<file path="src/rtl/aes_pkg.sv">
// Shared AES definitions: controller state encoding, round-constant constants,
// the GF(2^8) doubling used by both key expansion and mixcolumns.
package aes_pkg;

  localparam logic [7:0] RCON_FIRST = 8'h01;
  localparam logic [7:0] RCON_POLY  = 8'h1B;
  localparam int         NR_AES128  = 10;

  typedef enum logic [2:0] {
    IDLE,
    INIT,
    ROUND,
    FINAL,
    DONE
  } state_e;

  typedef struct packed {
    logic sel_init;
    logic state_en;
    logic skip_mixcol;
    logic out_valid;
    logic busy;
  } ctrl_t;

  function automatic logic [7:0] xtime(input logic [7:0] x);
    return {x[6:0], 1'b0} ^ (x[7] ? RCON_POLY : 8'h00);
  endfunction

  // Datapath strobes are a pure function of the state the FSM is entering.
  function automatic ctrl_t ctrl_decode(input state_e s);
    ctrl_t c;
    c.sel_init    = (s == INIT);
    c.state_en    = (s == INIT) || (s == ROUND) || (s == FINAL);
    c.skip_mixcol = (s == FINAL);
    c.out_valid   = (s == DONE);
    c.busy        = (s != IDLE);
    return c;
  endfunction

endpackage

</file>
<file path="src/rtl/aes_round_ctrl_if.sv">
// Block handshake and datapath control bundle between the AES round controller
// and its surroundings; slave is the controller side.
interface aes_round_ctrl_if;
  logic       in_valid;
  logic       in_ready;
  logic       flush;
  logic       sel_init;
  logic       state_en;
  logic       skip_mixcol;
  logic [3:0] round_idx;
  logic [7:0] rcon;
  logic       out_valid;
  logic       out_ready;
  logic       busy;

  modport master (
    output in_valid, flush, out_ready,
    input  in_ready, sel_init, state_en, skip_mixcol, round_idx, rcon,
           out_valid, busy
  );

  modport slave (
    input  in_valid, flush, out_ready,
    output in_ready, sel_init, state_en, skip_mixcol, round_idx, rcon,
           out_valid, busy
  );
endinterface

</file>
<file path="src/rtl/aes_rcon_gen.sv">
// Round-constant register for AES-128 key expansion: loads 01, doubles in
// GF(2^8) each advance, clears between blocks.
module aes_rcon_gen
  import aes_pkg::*;
(
  input  logic       clk,
  input  logic       reset,
  input  logic       i_load,
  input  logic       i_adv,
  input  logic       i_clr,
  output logic [7:0] o_rcon
);

  logic [7:0] r_rcon;

  always_ff @(posedge clk) begin
    if (reset) begin
      r_rcon <= 8'h00;
    end else if (i_load) begin
      r_rcon <= RCON_FIRST;
    end else if (i_adv) begin
      r_rcon <= xtime(r_rcon);
    end else if (i_clr) begin
      r_rcon <= 8'h00;
    end
  end

  assign o_rcon = r_rcon;

endmodule

</file>
<file path="src/rtl/aes_round_ctrl.sv">
// Iterative AES-128 round sequencer: initial key add, NR-1 full rounds, a final
// round without mixcolumns, then holds the result until the consumer takes it.
module aes_round_ctrl
  import aes_pkg::*;
#(
  parameter int NR = NR_AES128
)
(
  input logic            clk,
  input logic            reset,
  aes_round_ctrl_if.slave bus
);

  localparam logic [3:0] NR_IDX = 4'(NR);

  state_e     r_state;
  state_e     w_nxt_state;
  logic [3:0] r_round_idx;
  logic [3:0] w_nxt_idx;
  logic [3:0] w_idx_inc;
  ctrl_t      r_ctrl;
  logic       r_idle;
  logic       w_rcon_load;
  logic       w_rcon_adv;
  logic       w_rcon_clr;
  logic [7:0] w_rcon;

  assign w_idx_inc = (r_round_idx >= NR_IDX) ? NR_IDX : r_round_idx + 4'd1;

  always_comb begin
    w_nxt_state = r_state;
    w_nxt_idx   = r_round_idx;
    w_rcon_load = 1'b0;
    w_rcon_adv  = 1'b0;
    if (bus.flush) begin
      w_nxt_state = IDLE;
      w_nxt_idx   = 4'd0;
    end else begin
      case (r_state)
        IDLE: begin
          w_nxt_idx = 4'd0;
          if (bus.in_valid) w_nxt_state = INIT;
        end
        INIT: begin
          w_nxt_state = ROUND;
          w_nxt_idx   = 4'd1;
          w_rcon_load = 1'b1;
        end
        // FINAL is chosen on the index compare; rcon just follows along.
        ROUND: begin
          w_nxt_idx  = w_idx_inc;
          w_rcon_adv = 1'b1;
          if (w_idx_inc == NR_IDX) w_nxt_state = FINAL;
        end
        FINAL: begin
          w_nxt_state = DONE;
        end
        DONE: begin
          if (bus.out_ready) begin
            w_nxt_idx   = 4'd0;
            w_nxt_state = bus.in_valid ? INIT : IDLE;
          end
        end
        default: begin
          w_nxt_state = IDLE;
          w_nxt_idx   = 4'd0;
        end
      endcase
    end
  end

  assign w_rcon_clr = !(w_rcon_load || w_rcon_adv);

  always_ff @(posedge clk) begin
    if (reset) begin
      r_state     <= IDLE;
      r_round_idx <= 4'd0;
      r_ctrl      <= '0;
      r_idle      <= 1'b1;
    end else begin
      r_state     <= w_nxt_state;
      r_round_idx <= w_nxt_idx;
      r_ctrl      <= ctrl_decode(w_nxt_state);
      r_idle      <= (w_nxt_state == IDLE);
    end
  end

  aes_rcon_gen u_rcon (
    .clk    (clk),
    .reset  (reset),
    .i_load (w_rcon_load),
    .i_adv  (w_rcon_adv),
    .i_clr  (w_rcon_clr),
    .o_rcon (w_rcon)
  );

  // out_ready is the only input reaching an output combinationally.
  assign bus.in_ready    = r_idle || (r_ctrl.out_valid && bus.out_ready);
  assign bus.sel_init    = r_ctrl.sel_init;
  assign bus.state_en    = r_ctrl.state_en;
  assign bus.skip_mixcol = r_ctrl.skip_mixcol;
  assign bus.out_valid   = r_ctrl.out_valid;
  assign bus.busy        = r_ctrl.busy;
  assign bus.round_idx   = r_round_idx;
  assign bus.rcon        = w_rcon;

endmodule
</file>
<file path="src/flat_wrapper.sv">
// flat-port wrapper written by rule: the top's interface ports become plain ports
module aes_round_ctrl_flat import aes_pkg::*;
#(
  parameter int NR = NR_AES128
)
  (clk, reset, bus_in_valid, bus_flush, bus_out_ready, bus_in_ready, bus_sel_init, bus_state_en, bus_skip_mixcol, bus_round_idx, bus_rcon, bus_out_valid, bus_busy);
  aes_round_ctrl_if bus_i ();
  input logic clk;
  input logic reset;
  input wire logic [$bits(bus_i.in_valid)-1:0] bus_in_valid;
  input wire logic [$bits(bus_i.flush)-1:0] bus_flush;
  input wire logic [$bits(bus_i.out_ready)-1:0] bus_out_ready;
  output wire logic [$bits(bus_i.in_ready)-1:0] bus_in_ready;
  output wire logic [$bits(bus_i.sel_init)-1:0] bus_sel_init;
  output wire logic [$bits(bus_i.state_en)-1:0] bus_state_en;
  output wire logic [$bits(bus_i.skip_mixcol)-1:0] bus_skip_mixcol;
  output wire logic [$bits(bus_i.round_idx)-1:0] bus_round_idx;
  output wire logic [$bits(bus_i.rcon)-1:0] bus_rcon;
  output wire logic [$bits(bus_i.out_valid)-1:0] bus_out_valid;
  output wire logic [$bits(bus_i.busy)-1:0] bus_busy;
  assign bus_i.in_valid = bus_in_valid;
  assign bus_i.flush = bus_flush;
  assign bus_i.out_ready = bus_out_ready;
  assign bus_in_ready = bus_i.in_ready;
  assign bus_sel_init = bus_i.sel_init;
  assign bus_state_en = bus_i.state_en;
  assign bus_skip_mixcol = bus_i.skip_mixcol;
  assign bus_round_idx = bus_i.round_idx;
  assign bus_rcon = bus_i.rcon;
  assign bus_out_valid = bus_i.out_valid;
  assign bus_busy = bus_i.busy;
  aes_round_ctrl #(.NR(NR)) u_core (.clk(clk), .reset(reset), .bus(bus_i));
endmodule
</file>
<file path="config.mk">
export PLATFORM = sky130hd
export DESIGN_NAME = aes_round_ctrl_flat
export DESIGN_NICKNAME = d
export VERILOG_FILES = /design/src/rtl/aes_pkg.sv /design/src/rtl/aes_round_ctrl_if.sv /design/src/rtl/aes_rcon_gen.sv /design/src/rtl/aes_round_ctrl.sv /design/src/flat_wrapper.sv
export SDC_FILE = /design/constraint.sdc
export NUM_CORES = 1
export LEC_CHECK = 0
export ABC_AREA = 1
export CORE_MARGIN = 4
export CORE_UTILIZATION = 34
export DETAILED_ROUTE_END_ITERATION = 12
export HOLD_SLACK_MARGIN = 0.08
export PLACE_DENSITY_LB_ADDON = 0.12
export SLEW_MARGIN = 30
export SYNTH_ARGS = -nofsm -noshare
export SYNTH_HDL_FRONTEND = slang
export SYNTH_SLANG_ARGS = --single-unit
</file>
<file path="constraint.sdc">
create_clock -name clk -period 1.3 [get_ports clk]
set_input_delay 0.26 -clock clk [delete_from_list [all_inputs] [get_ports clk]]
set_output_delay 0.26 -clock clk [all_outputs]
set_load 0.1 [all_outputs]
</file>
=== After elaboration in Yosys (flattened, before gate mapping) ===
Index checks and enable logic that the tools add are counted.

* Register bits after elaboration: 21
* Input bits: 5
* Output and inout port bits: 18
* Logic and storage cells: 54

* $add $sub $neg: 1
* $lt $le $gt $ge: 1
* Eq/ne operators: 12
* Mux-type cells: 17
* Bitwise operators: 2
* Reductions and logical operators: 11

{| class="wikitable"
|+ Operators by type and width
! cell !! count
|-
| 8-bit two-way mux || 2
|-
| 4-bit one-hot mux with 4 select lines || 1
|-
| 3-bit one-hot mux with 5 select lines || 1
|-
| 3-bit by 2-bit == test with 1-bit output, second input constant || 4
|-
| 3-bit two-way mux || 4
|-
| 4-bit two-way mux || 2
|-
| 8-bit XOR || 1
|-
| 3-bit by 1-bit == test with 1-bit output, second input constant || 2
|-
| 3-bit == test, second input constant || 2
|-
| 3-bit zero test || 2
|-
| 1-bit two-way mux || 6
|-
| 5-bit two-way mux || 1
|-
| 4-bit by 1-bit adder with 4-bit output, second input constant || 1
|-
| 4-bit == test, second input constant || 1
|-
| 4-bit greater-or-equal comparator, second input constant || 1
|-
| 1-bit logical OR || 4
|-
| 2-bit OR reduction || 2
|-
| 3-bit by 1-bit inequality test with 1-bit output, second input constant || 1
|-
| 3-bit nonzero test || 1
|-
| 2-bit by 1-bit inequality test with 1-bit output, second input constant || 1
|-
| 2-bit inequality test, second input constant || 1
|-
| 2-bit AND reduction || 1
|-
| 1-bit logical AND || 1
|-
| 1-bit inverter || 1
|}

=== Depth between registers and ports, before layout ===
* Depth after elaboration: 9
* Gate-level depth with buffers: 11
* Gate-level depth less buffers: 11

=== By module ===
Synthesis repeated with hierarchy kept, for this count alone.

* Cells, all modules: 126
* Area total of the unflattened synthesis: 998.5 um^2

{| class="wikitable"
|+ By module, submodules not included
! module !! times used !! cells an instance !! area each (um^2) !! sequential area each (um^2)
|-
| aes_round_ctrl || 1 || 80 || 618.1 || 260.2
|-
| aes_rcon_gen || 1 || 46 || 380.4 || 160.2
|}

=== Worst setup path after synthesis ===
OpenSTA, ideal clock, no wires.

* Path type: register to register
* Start: reg u_core.r_round_idx[0], in the netlist u_core.bus.round_idx[0]
* End: reg u_core.r_ctrl, in the netlist u_core.bus.busy
* Library setup time: 0.122 ns
* Arrival: 1.938 ns
* Data required time: 1.178 ns
* Slack: -0.760 ns
* Stages on the path, launching flop included: 11
* Path buffers: 0
* Period minus slack after synthesis: 2.060 ns
* Cell sequence: dfxtp_1 > inv_1 > ha_1 > inv_1 > nand2_1 > nand2_1 > o21ai_0 > nand3_1 > nand2_1 > nand3_2 > nand3_1

* Word-level cells in the longest chain between the ends: 7
* Elaborated cells on any way between the ends: 8
* Classes of those cells: 1 x add/sub; 1 x order compare; 1 x eq/ne; 4 x mux; 1 x reduce/logical

{| class="wikitable"
|+ Ends and longest elaborated chain
! what !! RTL line !! RTL
|-
| start: declaration || aes_round_ctrl.sv:18 || <nowiki>logic [3:0] r_round_idx;</nowiki>
|-
| start signal: assignment || aes_round_ctrl.sv:82 || <nowiki>r_round_idx <= w_nxt_idx;</nowiki>
|-
| 4-bit by 1-bit adder with 4-bit output or 4-bit greater-or-equal comparator (tied branches) || aes_round_ctrl.sv:28 || <nowiki>assign w_idx_inc = (r_round_idx >= NR_IDX) ? NR_IDX : r_round_idx + 4'd1;</nowiki>
|-
| 4-bit two-way mux (*) || aes_round_ctrl.sv:28 ||
|-
| 4-bit == test (*) || aes_round_ctrl.sv:53 || <nowiki>if (w_idx_inc == NR_IDX) w_nxt_state = FINAL;</nowiki>
|-
| 3-bit two-way mux (*) || aes_round_ctrl.sv:53 ||
|-
| 3-bit one-hot mux with 5 select lines (*) || aes_round_ctrl.sv:39 || <nowiki>case (r_state)</nowiki>
|-
| 3-bit two-way mux (*) || aes_round_ctrl.sv:35 || <nowiki>if (bus.flush) begin</nowiki>
|-
| 3-bit nonzero test (*) || aes_pkg.sv:36 || <nowiki>c.busy = (s != IDLE);</nowiki>
|-
| end signal: assignment || aes_round_ctrl.sv:83 || <nowiki>r_ctrl <= ctrl_decode(w_nxt_state);</nowiki>
|-
| end: declaration || aes_round_ctrl.sv:21 || <nowiki>ctrl_t r_ctrl;</nowiki>
|}

Every way passes the cells marked *; elsewhere a longest branch is shown, timed or not.
A chain may end at the register's enable or synchronous reset.

=== Worst setup path after layout ===
* Start: reg u_core.r_round_idx[1], in the netlist u_core.bus.round_idx[1]
* End: reg u_core.r_idle

* Word-level cells in the longest chain between the ends: 7
* Elaborated cells on any way between the ends: 8
* Classes of those cells: 1 x add/sub; 1 x order compare; 1 x eq/ne; 4 x mux; 1 x reduce/logical

{| class="wikitable"
|+ Ends and longest elaborated chain
! what !! RTL line !! RTL
|-
| 4-bit by 1-bit adder with 4-bit output or 4-bit greater-or-equal comparator (tied branches) || aes_round_ctrl.sv:28 ||
|-
| 4-bit two-way mux (*) || aes_round_ctrl.sv:28 ||
|-
| 4-bit == test (*) || aes_round_ctrl.sv:53 ||
|-
| 3-bit two-way mux (*) || aes_round_ctrl.sv:53 ||
|-
| 3-bit one-hot mux with 5 select lines (*) || aes_round_ctrl.sv:39 ||
|-
| 3-bit two-way mux (*) || aes_round_ctrl.sv:35 ||
|-
| 3-bit zero test (*) || aes_round_ctrl.sv:84 || <nowiki>r_idle <= (w_nxt_state == IDLE);</nowiki>
|-
| end signal: assignment || aes_round_ctrl.sv:84 ||
|-
| end: declaration || aes_round_ctrl.sv:22 || <nowiki>logic r_idle;</nowiki>
|}

Marked as above.

==> flow_summary.json <==
{
  "die-area_um2": 3286,
  "cts_buffer_depth": 2,
  "drv_cap": 0,
  "ant_nets": 0,
  "fp.dieH_um": 57.32,
  "grt_max_degree": 12,
  "power.leakage_nw": 0.6357,
  "drc": 0,
  "yosys_warnings": 0,
  "hold_class": "reg2reg",
  "path_delay_family": "simple AND/OR/NAND/NOR gates",
  "startpoint": "u_core.bus.round_idx[1]$_SDFFE_PP0P_",
  "min_period_ns": 1.320,
  "regToRegStartpoint": "u_core.bus.round_idx[1]$_SDFFE_PP0P_",
  "netlist_area_um2": 827.0,
  "clkSlewWorstSetupHoldPaths_ns": 0.11,
  "synth_edf_count": 0,
  "synthCells": 99,
  "hold_viol": 0,
  "async_flop_share": 0,
  "yosysTopAreaCellShare": 0.5083,
  "path_class": "reg2reg",
  "ff2ff_path_depth": 9,
  "clk_latency_ns": 0.30,
  "critPathArrivalTime_ns": 1.52,
  "antenna_found_initial": 0,
  "ios": 23,
  "fin_ws_ns": -0.01992,
  "synth_ff_type": "dfxtp_1",
  "route.detailed.wl_per_inst_um": 11.61,
  "endpoint_kind": "flop",
  "grt_usage": 0.1289,
  "core_um2": 2255,
  "violations": "negative setup slack",
  "synth.distinct_cells": 22,
  "cts_sinks": 21,
  "setup_violations": 1,
  "drtIter0Drc": 15,
  "initial_core_util": 0.3668,
  "ys_seq_area_frac": 0.5083,
  "rr_endpoint": "u_core.r_idle$_SDFF_PP1_",
  "power_density_nw_per_um2": 749.1,
  "tightest_slew_ns": 0.2239,
  "cts_tree": "done",
  "cts_made_buffers": 3,
  "cp_common_cell": "nand2_2",
  "io_buffer_count": 22,
  "h-tree-depth": 1,
  "cp.required_ns": 1.50,
  "cpPeakStageDelay_ns": 0.39,
  "dp_hpwl_mm": 1.477,
  "final.setup.tns_ns": -0.01992,
  "crit_fanout": 5,
  "core.rowCount": 17,
  "num_antenna_cells": 0,
  "fmax_mhz": 757.6,
  "post-synth-top-count-cell": "dfxtp_1",
  "cp_slowest_cell": "dfxtp_4",
  "min_to": "u_core.u_rcon.o_rcon[6]$_SDFFE_PP0P_",
  "syn_avg_cell_area_um2": 8.354,
  "syn_nets": 106,
  "root_buffer": "clkbuf_4",
  "fillers": 195,
  "route.vias.total": 780,
  "grt_pass1_wl_mm": 3.222,
  "grt_pass1_vias": 774,
  "cp_num_buf_inv": 0,
  "fin_crit_sh": 1.015,
  "nNetsFinal": 150,
  "dp_cells": 161,
  "area_delta_synth_final_pct": 83.36,
  "place_congestion": 0.8055,
  "final_cell_count_no_fill": 170,
  "first_pass_iters": 4,
  "finClkSkew_ns": 0.007205,
  "hold_start": "u_core.u_rcon.o_rcon[5]$_SDFFE_PP0P_",
  "p_total_mw": 1.136,
  "yosysTopAreaCell": "dfxtp_1",
  "ys_ff_latch": 21,
  "setup.worst_path.start_class": "flop",
  "rsz0062_at_grt": "yes",
  "crit_path_cell_trace": "ha_4 -> nand2_1 -> nand2_2 -> o21ai_2 -> nand3_2 -> nand2_2 -> nand2_2 -> nand3_2 -> nand2_2",
  "vdd_drop_max_mv": 0.8014,
  "synthTopCellsByArea": "dfxtp_1, inv_1, nand2_1, nor2_1, nand3_1",
  "synth_common_cells": "dfxtp_1, inv_1, nand2_1, nor2_1, nand3_1",
  "overflow": 0,
  "slew_headroom": 0.8506,
  "layout-drive-gt1-share": 0.5493,
  "multi_input_area_um2": 414.1,
  "die_w_um": 57.32,
  "r2r_slack_ns": -0.02,
  "regArea_um2": 440.4,
  "hold_depth": 2,
  "viasPerCell": 4.588,
  "status": "finished with violations",
  "drv_slew": 0,
  "routed_wl_mm": 1.973
}
[report_power, final]
part	internal, mW	switching [mW]	total (mW)
registers	0.648	0.00936	0.658
clock network	0.120	0.184	0.303
logic	0.0689	0.106	0.175
[layer usage]
layer,part of all wire,wire (µm),global-route usage
met5,0,0,0
met4,0.027,54,0.06291
met3,0.056,111,0.04751
met2,0.49,961,0.2088
met1,0.43,846,0.1498
[worst max-delay path by stage]
stage / end / cells after the start
floorplan: u_core.r_idle$_SDFF_PP1_ / 10
global route: u_core.r_idle$_SDFF_PP1_ / 9
global placement: u_core.bus.round_idx[1]$_SDFFE_PP0P_ / 6
CTS: u_core.r_idle$_SDFF_PP1_ / 10
finish: u_core.r_idle$_SDFF_PP1_ / 9
detailed placement: u_core.u_rcon.o_rcon[3]$_SDFFE_PP0P_ / 5
[state kept, by name (all words and copies together) (netlist names)]
| register | flops |
|---|---|
| u_core.r_state | 3 |
| u_core.u_rcon.o_rcon | 8 |
| u_core.r_idle | 1 |
| u_core.bus.out_valid | 1 |
| u_core.bus.skip_mixcol | 1 |
| u_core.bus.busy | 1 |
| u_core.bus.state_en | 1 |
| u_core.bus.sel_init | 1 |
| u_core.bus.round_idx | 4 |
[tightest hold or removal path, cell delays in order, from the launching register on]
cell and delay [ns]:
dfxtp_1 0.35, inv_1 0.06, nor2_1 0.04
[metrics by stage]
step	instance area, µm²	util	worst slack, ns	hold slack (ns)
2_1_floorplan	880.8	-	-0.1189	0.3217
3_3_place_gp	1406	0.6238	-0.09544	0.4568
3_5_place_dp	1406	0.6238	-0.1216	0.4622
4_1_cts	1456	0.6459	-0.01027	0.4789
5_1_grt	1516	0.6726	-0.1274	0.5005
6_report	1516	0.6726	-0.01992	0.4770
[layout by cell type, fill, tap and decap left out, drive strengths merged]
cell type and instances:
clkdlybuf4s50 3, o22ai 1, nand4 1, nor3 2, inv 19, dlygate4sd2 1
clkbuf 4, o21ai 4, nand3 8, buf 35, nand2 21, dfxtp 21
ha 2, o2111ai 1, a21o 1, o221ai 1, a21oi 2, a21boi 1
nor2 11, xnor2 3
[cells by family (layout without fill, tap and decap cells)]
family | count (synthesis) | count (layout) | share of synthesized area
and+or+nand+nor | 43 | 43 | 0.2511
DFF | 21 | 21 | 0.5083
buffers and inverters | 19 | 62 | 0.08623
AOI/OAI and AO/OA | 11 | 11 | 0.09229
xor gates and xnor gates | 3 | 3 | 0.03178
adders and majority gates | 2 | 2 | 0.03025
[cell type report]
type | instances | share of cell area
well taps | 28 | 0.02310
clock buffers | 4 | 0.01733
inverters | 19 | 0.04868
repair buffers | 39 | 0.3474
multi-input cells | 59 | 0.2731
flip-flops and latches | 21 | 0.2904
[repair_timing]
action | CTS | global route
resized for setup | 3 | 15
buffers inserted | 3 | 2
hold buffers | 0 | 0
setup endpoints to repair | 3 | 11
pin swaps | 2 | 7
(Power assumes the default switching activity.)
